### src/rtl/hack_alu_pkg.sv
// Shared definitions for the Hack ALU: word size, control-bit layout and the
// {zx,nx,zy,ny,f,no} encodings of the standard Hack functions.
package hack_alu_pkg;

    localparam int HACK_WORD = 16;
    localparam int CTRL_W    = 6;

    typedef struct packed {
        logic zx;
        logic nx;
        logic zy;
        logic ny;
        logic f;
        logic no;
    } alu_ctrl_t;

    localparam logic [CTRL_W-1:0] C_ZERO  = 6'b101010;
    localparam logic [CTRL_W-1:0] C_ONE   = 6'b111111;
    localparam logic [CTRL_W-1:0] C_NEG1  = 6'b111010;
    localparam logic [CTRL_W-1:0] C_X     = 6'b001100;
    localparam logic [CTRL_W-1:0] C_Y     = 6'b110000;
    localparam logic [CTRL_W-1:0] C_NOTX  = 6'b001101;
    localparam logic [CTRL_W-1:0] C_NOTY  = 6'b110001;
    localparam logic [CTRL_W-1:0] C_NEGX  = 6'b001111;
    localparam logic [CTRL_W-1:0] C_NEGY  = 6'b110011;
    localparam logic [CTRL_W-1:0] C_XP1   = 6'b011111;
    localparam logic [CTRL_W-1:0] C_YP1   = 6'b110111;
    localparam logic [CTRL_W-1:0] C_XM1   = 6'b001110;
    localparam logic [CTRL_W-1:0] C_YM1   = 6'b110010;
    localparam logic [CTRL_W-1:0] C_XPY   = 6'b000010;
    localparam logic [CTRL_W-1:0] C_XMY   = 6'b010011;
    localparam logic [CTRL_W-1:0] C_YMX   = 6'b000111;
    localparam logic [CTRL_W-1:0] C_XANDY = 6'b000000;
    localparam logic [CTRL_W-1:0] C_XORY  = 6'b010101;

endpackage

### src/rtl/hack_alu_core.sv
// Combinational Hack ALU: operand zero/invert stages, add-or-and, output
// invert, plus zero and negative status of the result.
module hack_alu_core
    import hack_alu_pkg::*;
#(
    parameter int WIDTH = HACK_WORD
) (
    input  logic [WIDTH-1:0]  x,
    input  logic [WIDTH-1:0]  y,
    input  logic [CTRL_W-1:0] ctrl,
    output logic [WIDTH-1:0]  res,
    output logic              zr_c,
    output logic              ng_c
);

    alu_ctrl_t c;
    logic [WIDTH-1:0] x1, x2, y1, y2, r;

    assign c = alu_ctrl_t'(ctrl);

    always_comb begin
        x1 = c.zx ? '0 : x;
        x2 = c.nx ? ~x1 : x1;
        y1 = c.zy ? '0 : y;
        y2 = c.ny ? ~y1 : y1;
        // Modular add: the carry out of the top bit is dropped on purpose.
        r    = c.f ? (x2 + y2) : (x2 & y2);
        res  = c.no ? ~r : r;
        zr_c = (res == '0);
        ng_c = res[WIDTH-1];
    end

endmodule

### src/rtl/hack_alu.sv
// Hack ALU with one registered output stage and a valid flag; zr/ng are
// captured together with out so they always describe the held result.
module hack_alu
    import hack_alu_pkg::*;
#(
    parameter int WIDTH = HACK_WORD
) (
    input  logic             clk,
    input  logic             rst,
    input  logic             in_valid,
    input  logic [WIDTH-1:0] x,
    input  logic [WIDTH-1:0] y,
    input  logic             zx,
    input  logic             nx,
    input  logic             zy,
    input  logic             ny,
    input  logic             f,
    input  logic             no,
    output logic             out_valid,
    output logic [WIDTH-1:0] out,
    output logic             zr,
    output logic             ng
);

    logic [WIDTH-1:0] res;
    logic             zr_c, ng_c;

    logic [WIDTH-1:0] out_d, out_q;
    logic             zr_d, zr_q;
    logic             ng_d, ng_q;
    logic             out_valid_d, out_valid_q;

    hack_alu_core #(.WIDTH(WIDTH)) u_core (
        .x    (x),
        .y    (y),
        .ctrl ({zx, nx, zy, ny, f, no}),
        .res  (res),
        .zr_c (zr_c),
        .ng_c (ng_c)
    );

    always_comb begin
        out_d       = out_q;
        zr_d        = zr_q;
        ng_d        = ng_q;
        out_valid_d = in_valid;
        if (in_valid) begin
            out_d = res;
            zr_d  = zr_c;
            ng_d  = ng_c;
        end
    end

    // Output stage: reset state must read as a zero result (zr=1, ng=0).
    always_ff @(posedge clk) begin
        if (rst) begin
            out_q       <= '0;
            zr_q        <= 1'b1;
            ng_q        <= 1'b0;
            out_valid_q <= 1'b0;
        end else begin
            out_q       <= out_d;
            zr_q        <= zr_d;
            ng_q        <= ng_d;
            out_valid_q <= out_valid_d;
        end
    end

    assign out       = out_q;
    assign zr        = zr_q;
    assign ng        = ng_q;
    assign out_valid = out_valid_q;

endmodule

### config.mk
export PLATFORM = sky130hd
export DESIGN_NAME = hack_alu
export DESIGN_NICKNAME = d
export VERILOG_FILES = /design/src/rtl/hack_alu_pkg.sv /design/src/rtl/hack_alu_core.sv /design/src/rtl/hack_alu.sv
export SDC_FILE = /design/constraint.sdc
export NUM_CORES = 1
export LEC_CHECK = 0
export CAP_MARGIN = 5
export CORE_ASPECT_RATIO = 1.75
export CORE_MARGIN = 2
export CORE_UTILIZATION = 45
export CTS_CLUSTER_SIZE = 25
export DETAILED_ROUTE_END_ITERATION = 10
export PLACE_DENSITY_LB_ADDON = 0.3
export SLEW_MARGIN = 20
export SYNTH_ARGS = -nofsm -noshare
export SYNTH_HDL_FRONTEND = slang
export SYNTH_SLANG_ARGS = --single-unit
### constraint.sdc
create_clock -name clk -period 3.8 [get_ports clk]
set_clock_uncertainty 0.15 [all_clocks]
set_input_delay 0.57 -clock clk [delete_from_list [all_inputs] [get_ports clk]]
set_output_delay 0.57 -clock clk [all_outputs]
set_load 0.05 [all_outputs]
After elaboration in Yosys (flattened, before gate mapping). Index checks and enable logic that the tools add are counted.

Input bits: 41. Flip-flop bits (word level): 19. Word-level logic and storage cells: 16.

Mux-type cells: 6. Add/subtract/negate cells: 1. Bitwise gates (word level): 4. Reductions and logical operators: 1.

Operators with widths (number): $mux W16 (6); $not A16 Y16 (3); $add A16 B16 Y16 (1); $and A16 B16 Y16 (1); $logic_not A16 Y1 (1).

Logic depth before layout (Yosys ltp). Gate-level depths: netlist of the first run.

Depth after elaboration: 8. Gate-level depth with buffers: 13.

Hierarchy. Synthesis of the first run repeated with hierarchy kept, for this count alone.

Cell total of the unflattened synthesis: 306. Area total of the unflattened synthesis: 2512.4 µm².

By module, submodules not included: hack_alu_core (cells each 246, sequential area each 0.0 µm², area each 1831.8 µm², times used 1); hack_alu (cells each 60, sequential area each 380.4 µm², area each 680.7 µm², times used 1).

Least setup slack after synthesis of the first run. Ideal clock, no wire load.

Kind: input to register. Start: input ny. End: register zr_q (netlist: zr). Slack: 0.021 ns. Data arrival time: 3.559 ns. Required time: 3.581 ns. Cell stages on the path: 12. Cell sequence: clkbuf_1 > buf_1 > xnor2_1 > fa_1 > a21o_1 > a21oi_1 > xnor2_1 > mux2i_1 > or4_1 > a211oi_1 > o2111ai_1 > o21ai_1.

Word-level cells in the longest chain between the ends: 6. Elaborated cells on any way between the ends: 7.

Ends and longest elaborated chain: start, declared (RTL line hack_alu.sv:16) `input logic ny,`; $mux W16 * (RTL line hack_alu_core.sv:25) `y2 = c.ny ? ~y1 : y1;`; $add A16 B16 Y16 or $and A16 B16 Y16 (tied branches) (RTL line hack_alu_core.sv:27) `r = c.f ? (x2 + y2) : (x2 & y2);`; $mux W16 * (RTL line hack_alu_core.sv:27); $not A16 Y16 (RTL line hack_alu_core.sv:28) `res = c.no ? ~r : r;`; $mux W16 * (RTL line hack_alu_core.sv:28); $logic_not A16 Y1 * (RTL line hack_alu_core.sv:29) `zr_c = (res == '0);`; end signal, assigned (RTL line hack_alu.sv:63) `zr_q <= zr_d;`; end, declared (RTL line hack_alu.sv:29) `logic zr_d, zr_q;`.

Every way passes the cells marked *; elsewhere a longest branch is shown, timed or not. A chain may end at the register's enable or synchronous reset.

Worst setup path after layout of the first run.
Start: input y[4]. End: register zr_q (netlist: zr).

Word-level cells in the longest chain between the ends: 8. Elaborated cells on any way between the ends: 9.

Ends and longest elaborated chain: start, declared (RTL line hack_alu.sv:12) `input logic [WIDTH-1:0] y,`; $mux W16 * (RTL line hack_alu_core.sv:24) `y1 = c.zy ? '0 : y;`; $not A16 Y16 (RTL line hack_alu_core.sv:25); $mux W16 * (RTL line hack_alu_core.sv:25); $add A16 B16 Y16 or $and A16 B16 Y16 (tied branches) (RTL line hack_alu_core.sv:27); $mux W16 * (RTL line hack_alu_core.sv:27); $not A16 Y16 (RTL line hack_alu_core.sv:28); $mux W16 * (RTL line hack_alu_core.sv:28); $logic_not A16 Y1 * (RTL line hack_alu_core.sv:29).

Marks and branches as above.

==> results of run 1 <==
==> report_power, final <==
| part | internal (W) | switching [W] |
|---|---|---|
| combinational | 0.000400 | 0.000439 |
| clock | 0.0000703 | 0.0000551 |
| sequential | 0.000213 | 0.0000113 |
==> cell usage in the layout, fill, tap and decap left out, types with 3 or more instances in the layout <==
| cell type | count |
|---|---|
| nor2_1 | 27 |
| nand3b_1 | 6 |
| ha_1 | 13 |
| clkdlybuf4s50_1 | 55 |
| a21oi_1 | 12 |
| o211ai_1 | 4 |
| nor2b_1 | 3 |
| mux2i_1 | 16 |
| dfxtp_1 | 18 |
| nor3_1 | 8 |
| or4_1 | 4 |
| a211oi_1 | 7 |
| nand4_1 | 4 |
| buf_4 | 43 |
| nand2b_1 | 34 |
| and3b_1 | 3 |
| ha_2 | 3 |
| inv_1 | 7 |
| o21ai_0 | 5 |
| clkbuf_8 | 3 |
| xnor2_1 | 45 |
| o21ai_1 | 4 |
| a31oi_1 | 3 |
| dlymetal6s2s_1 | 4 |
| nand2_1 | 15 |
| xor2_1 | 3 |
| a21o_1 | 5 |
| and3_1 | 4 |
| nand3_1 | 8 |
| o21a_1 | 3 |
==> stage by stage <==
step | TNS [ns] | power, W | instances | hold WS (ns)
after floorplan | 0 | 0.000757 | 326 | 0.531
after global placement | -0.450 | 0.00102 | 481 | 0.299
after detailed placement | -0.844 | 0.00104 | 481 | 0.305
after CTS | 0 | 0.00117 | 484 | 0.314
after global routing | 0 | 0.00128 | 484 | 0.338
final | 0 | 0.00119 | 484 | 0.311
==> sequential cells by signal, indices dropped and copies added (netlist names) <==
signal and count:
out_valid 1, zr 1, out 16
==> worst paths after layout <==
check,end,startpoint,cells past startpoint
max,zr,y[4],13
min,out[9],out[9],2
max reg2reg,out[15],out[15],2
min reg2reg,out[9],out[9],2
==> cells by family (layout without fill, tap and decap cells) <==
kind of cell / Yosys count / count (layout) / share of synthesized area
mux: 16 / 16 / 0.0643
xor+xnor: 49 / 49 / 0.172
simple gates: 124 / 124 / 0.275
compound gates: 72 / 72 / 0.207
flops: 18 / 18 / 0.145
fa+ha+maj: 17 / 17 / 0.0884
buf+inv: 30 / 114 / 0.0482
==> per-layer routing <==
metal,GRT usage,routed length [microns],vias up
met5,0,0,-
met4,0.0872,142,0
met3,0.0114,160,13
li1,-,-,1340
met1,0.217,2350,1194
met2,0.389,3330,60
==> area by class of cell <==
cell class,count,area share
clock buffers,3,0.0117
inverters,8,0.00848
multi-input cells,278,0.588
flip-flops and latches,18,0.102
well taps,74,0.0261
repair buffers,103,0.264
==> critical path, stage by stage <==
cell and delay (ns):
clkdlybuf4s50_1 0.47, nand2b_1 0.07, xnor2_1 0.13, ha_2 0.42, o211ai_2 0.13, o21a_1 0.25
buf_4 0.15, or3_1 0.29, a31o_1 0.23, or4_1 0.46, mux2i_1 0.16, o2111ai_1 0.12
o21ai_1 0.14
==> repair_timing <==
| item | CTS | global route |
|---|---|---|
| resized for setup | 2 | 18 |
| pin swaps | 0 | 2 |
| hold buffers | 0 | 0 |
| endpoints found under the setup margin | 1 | 3 |
==> impl_metrics.toml, run 1 <==
[clock_tree]
insertion_delay_ns = 0.25
cts_sinks = 18
cts_root_buffer = "clkbuf_8"
cts_buffers = 3
clockBufferDepth = 2
postCtsSetupBuffers = 0
cts_tree = "done"
ctsHtreeMaxLevel = 1
clk_pin_slew_worst_paths_ns = 0.06

[synthesis]
synthTopCellsByCount = "xnor2_1 (46), nand2b_1 (34), nor2_1 (27), dfxtp_1 (18)"
ys_warn_count = 0
synth_edf_count = 0
synth.cell_area_sq_um = 2490
avgSynthCellArea_sq_um = 7.64
synth_cell_type_count = 55
synth_top_area_frac = 0.162
ys_ff_latch = 18
ys.flop_type = "dfxtp_1"
async_flop_share = 0
syn_inst = 326
synth_top_area_cell = "xnor2_1"
syn_nets = 384
ys_top_cells_by_area = "xnor2_1 (16%), dfxtp_1 (14%), nand2b_1 (8.5%)"
seq_area_frac_synth = 0.145
yosysMostFrequentCell = "xnor2_1"

[setup_path]
reg2reg_setup_slack_ns = 2.94
crit_fanout = 5
worstPathRequired_ns = 3.83
crit_path_end_kind = "flop"
path_class = "in -> reg"
start_kind = "input pin"
arrival_ns = 3.59

[sta]
relSlewSlack = 0.590
period_share = 0.937
worst_slack_ns = 0.240
tightest_slew_ns = 0.613
slew_viol_final = 0
setup_violations = 0
fmax_mhz = 281
finalHoldViolations = 0
rsz0062_at_grt = "no"
post-route-min-period_ns = 3.56

[final_layout]
layout-drive-gt1-share = 0.156
regArea_sq_um = 360
final_util = 0.668
fillers = 463
fin_nets = 470
multi_input_area_sq_um = 2080
antenna_cells = 0
area_delta_synth_final_pct = 42.2
finalInstanceArea_sq_um = 3540

[drt]
drc_errors = 0
drt.antenna.violating_nets = 0
vias_per_cell = 5.39
drt_wl_total_microns = 5980
num_vias = 2607
first_iter_violations = 87
wire_per_inst_microns = 12.3
drtPass1Iterations = 4

[min_path]
worstHoldPathType = "reg -> reg"

[floorplanning]
die_w_microns = 60.2
die_y_microns = 102
die_area_sq_um = 6170
core_sq_um = 5300
rows = 35
ioPinCount = 60
start_util = 0.470

[global_route]
antenna_found_initial = 0
grt_pass1_wl_microns = 10100
grt_pass1_vias = 2455
grt_overflow = 0
gr-usage-all-layers = 0.203
grt_max_degree = 36

[flow_run]
cap_violations = 0

[status]
status = "finished clean"

[pwr]
ir_drop_uv = 139
total_leakage_power_nw = 1.44
powerDensity_nw_per_um2 = 336

[place]
postPlaceCellArea_sq_um = 3410
place.gp.congestion = 0.848
preCtsSetupSlack_ns = -0.329
place_hpwl_microns = 5030
io_buffers = 59
Power figures use the tool's default switching activity.
==> run 2, diff against run 1 <==
--- a/config.mk
+++ b/config.mk
@@ -9,8 +9,10 @@
 export CORE_ASPECT_RATIO = 1.75
 export CORE_MARGIN = 2
 export CORE_UTILIZATION = 45
+export CTS_CLUSTER_DIAMETER = 200
 export CTS_CLUSTER_SIZE = 25
 export DETAILED_ROUTE_END_ITERATION = 10
+export GPL_ROUTABILITY_DRIVEN = 1
 export PLACE_DENSITY_LB_ADDON = 0.3
 export SLEW_MARGIN = 20
 export SYNTH_ARGS = -nofsm -noshare
==> results of run 2 <==
No change in the layout: final DEF, timing and power equal those of run 1.
==> run 3, diff against run 2 <==
--- a/config.mk
+++ b/config.mk
@@ -6,9 +6,10 @@
 export NUM_CORES = 1
 export LEC_CHECK = 0
 export CAP_MARGIN = 5
-export CORE_ASPECT_RATIO = 1.75
+export CELL_PAD_IN_SITES_DETAIL_PLACEMENT = 0
+export CELL_PAD_IN_SITES_GLOBAL_PLACEMENT = 1
 export CORE_MARGIN = 2
-export CORE_UTILIZATION = 45
+export CORE_UTILIZATION = 33
 export CTS_CLUSTER_DIAMETER = 200
 export CTS_CLUSTER_SIZE = 25
 export DETAILED_ROUTE_END_ITERATION = 10
==> run 3 against run 2 <==
Against the previous run: cell count increased by 6.4%; highest routed layer unchanged; largest power group unchanged; clock power is 27% higher; largest cell class unchanged; final area rose by 1.5%.
==> impl_metrics.toml, run 3 (synthesized netlist as in run 1, its figures left out) <==
[final_layout]
area_delta_synth_final_pct = 44.3
largest_reg_flops = 16
fin_nets = 475
regArea_sq_um = 360
multi_input_area_sq_um = 2070
antenna_cells = 0
layout_common_cells = "clkdlybuf4s50_1 (58), buf_4 (49), xnor2_1 (44), nand2b_1 (34), nor2_1 (27)"
final_common_cell = "clkdlybuf4s50_1"
fillers = 748
layout-drive-gt1-share = 0.154

[setup_path]
cp_num_buf_inv = 3
crit_fanout = 7
crit_path_end_kind = "flop"
start_kind = "input pin"
cp_top_family = "simple AND/OR/NAND/NOR gates"
worstPathRequired_ns = 3.84
path_cells = "clkdlybuf4s50_1 > buf_4 > nand2b_1 > xnor2_2 > ha_1 > a211oi_2 > o21ai_1 > nand2_1 > or4_1 > a41oi_1 > buf_4 > mux2i_1 > o2111ai_1 > o21ai_1"
cp_slowest_cell = "or4_1"
path_class = "in -> reg"
max_stage_delay_ns = 0.51
arrival_ns = 3.61

[flow_run]
cap_violations = 0

[floorplanning]
die_area_sq_um = 8260
rows = 31
ioPinCount = 60
die_w_microns = 90.9
core_sq_um = 7290
die_y_microns = 90.9
start_util = 0.342

[sta]
setup_violations = 0
relSlewSlack = 0.541
finalHoldViolations = 0
tightest_slew_ns = 0.686
period_share = 0.938
worst_slack_ns = 0.237
post-route-min-period_ns = 3.56
rsz0062_at_grt = "no"
fmax_mhz = 281
slew_viol_final = 0

[drt]
drt_wl_total_microns = 6810
drc_errors = 0
wire_per_inst_microns = 13.2
vias_per_cell = 5.07
drt.antenna.violating_nets = 0
drtPass1Iterations = 4
num_vias = 2610
first_iter_violations = 100

[clock_tree]
ctsHtreeMaxLevel = 1
postCtsSetupBuffers = 0
cts_tree = "done"
cts_buffers = 3
clk_pin_slew_worst_paths_ns = 0.07
ctsHoldBuffers = 0
clockBufferDepth = 2
insertion_delay_ns = 0.26
cts_resized = 0
cts_root_buffer = "clkbuf_8"
cts_sinks = 18

[global_route]
grt_max_degree = 36
gr-usage-all-layers = 0.166
grt_overflow = 0
antenna_found_initial = 0
grt_pass1_vias = 2574
grt_pass1_wl_microns = 11600

[pwr]
ir_drop_uv = 144
swShare = 0.425
power.internal_w = 0.000710
p_seq_frac = 0.182
powerDensity_nw_per_um2 = 343
p_clk_frac = 0.129
pwr-share-comb = 0.689
fin_total_pwr_w = 0.00123
total_leakage_power_nw = 1.45
power.switching_w = 0.000524

[place]
place_hpwl_microns = 5620
preCtsSetupSlack_ns = -0.213
place.gp.congestion = 0.860
io_buffers = 59

[min_path]
worstHoldPathType = "reg -> reg"

[status]
status = "finished clean"
-- run 3: final cells by class --
cell class | count | share of cell area
clock buffer | 4 | 0.0153
inverter | 8 | 0.00835
multi-input combinational | 278 | 0.574
sequential | 18 | 0.100
tap | 99 | 0.0344
timing repair buffer | 108 | 0.267
-- run 3: final timing paths --
check / cells after the start / slack (ns) / startpoint / endpoint
min: 2 / 0.32 / out[9] / out[9]
max reg2reg: 2 / 2.94 / out[15] / out[15]
max: 14 / 0.24 / zy / zr
min reg2reg: 2 / 0.32 / out[9] / out[9]
-- run 3: routing by layer --
layer | GRT usage | vias up | part of all wire
met5 | 0 | - | 0
met4 | 0.0290 | 0 | 0.010
met3 | 0.0234 | 8 | 0.025
met2 | 0.315 | 46 | 0.50
met1 | 0.200 | 1203 | 0.46
li1 | - | 1353 | -
-- run 3: worst reg2reg max path, stage by stage, from the launching register on --
cell and delay, ns:
dfxtp_1 0.35, nor2_1 0.05, a211oi_1 0.22
-- run 3: per-stage QoR --
| stage | TNS (ns) | cell area [sq um] | cells | hold WS (ns) | util |
|---|---|---|---|---|---|
| final | 0 | 3600 | 515 | 0.323 | 0.493 |
| after global routing | 0 | 3600 | 515 | 0.339 | 0.493 |
| after CTS | 0 | 3540 | 515 | 0.324 | 0.485 |
| after detailed placement | -0.473 | 3480 | 511 | 0.313 | 0.478 |
| after global placement | -0.402 | 3480 | 511 | 0.308 | 0.478 |
| after floorplan | 0 | 2490 | 326 | 0.531 | - |
-- run 3: power by group through the flow --
| stage | clock (W) | combinational [W] | sequential [W] |
|---|---|---|---|
| floorplan | 0 | 0.000447 | 0.000310 |
| global placement | 0 | 0.000826 | 0.000229 |
| detailed placement | 0 | 0.000833 | 0.000229 |
| CTS | 0.000162 | 0.000837 | 0.000225 |
| global route | 0.000172 | 0.000932 | 0.000228 |
| finish | 0.000159 | 0.000850 | 0.000224 |
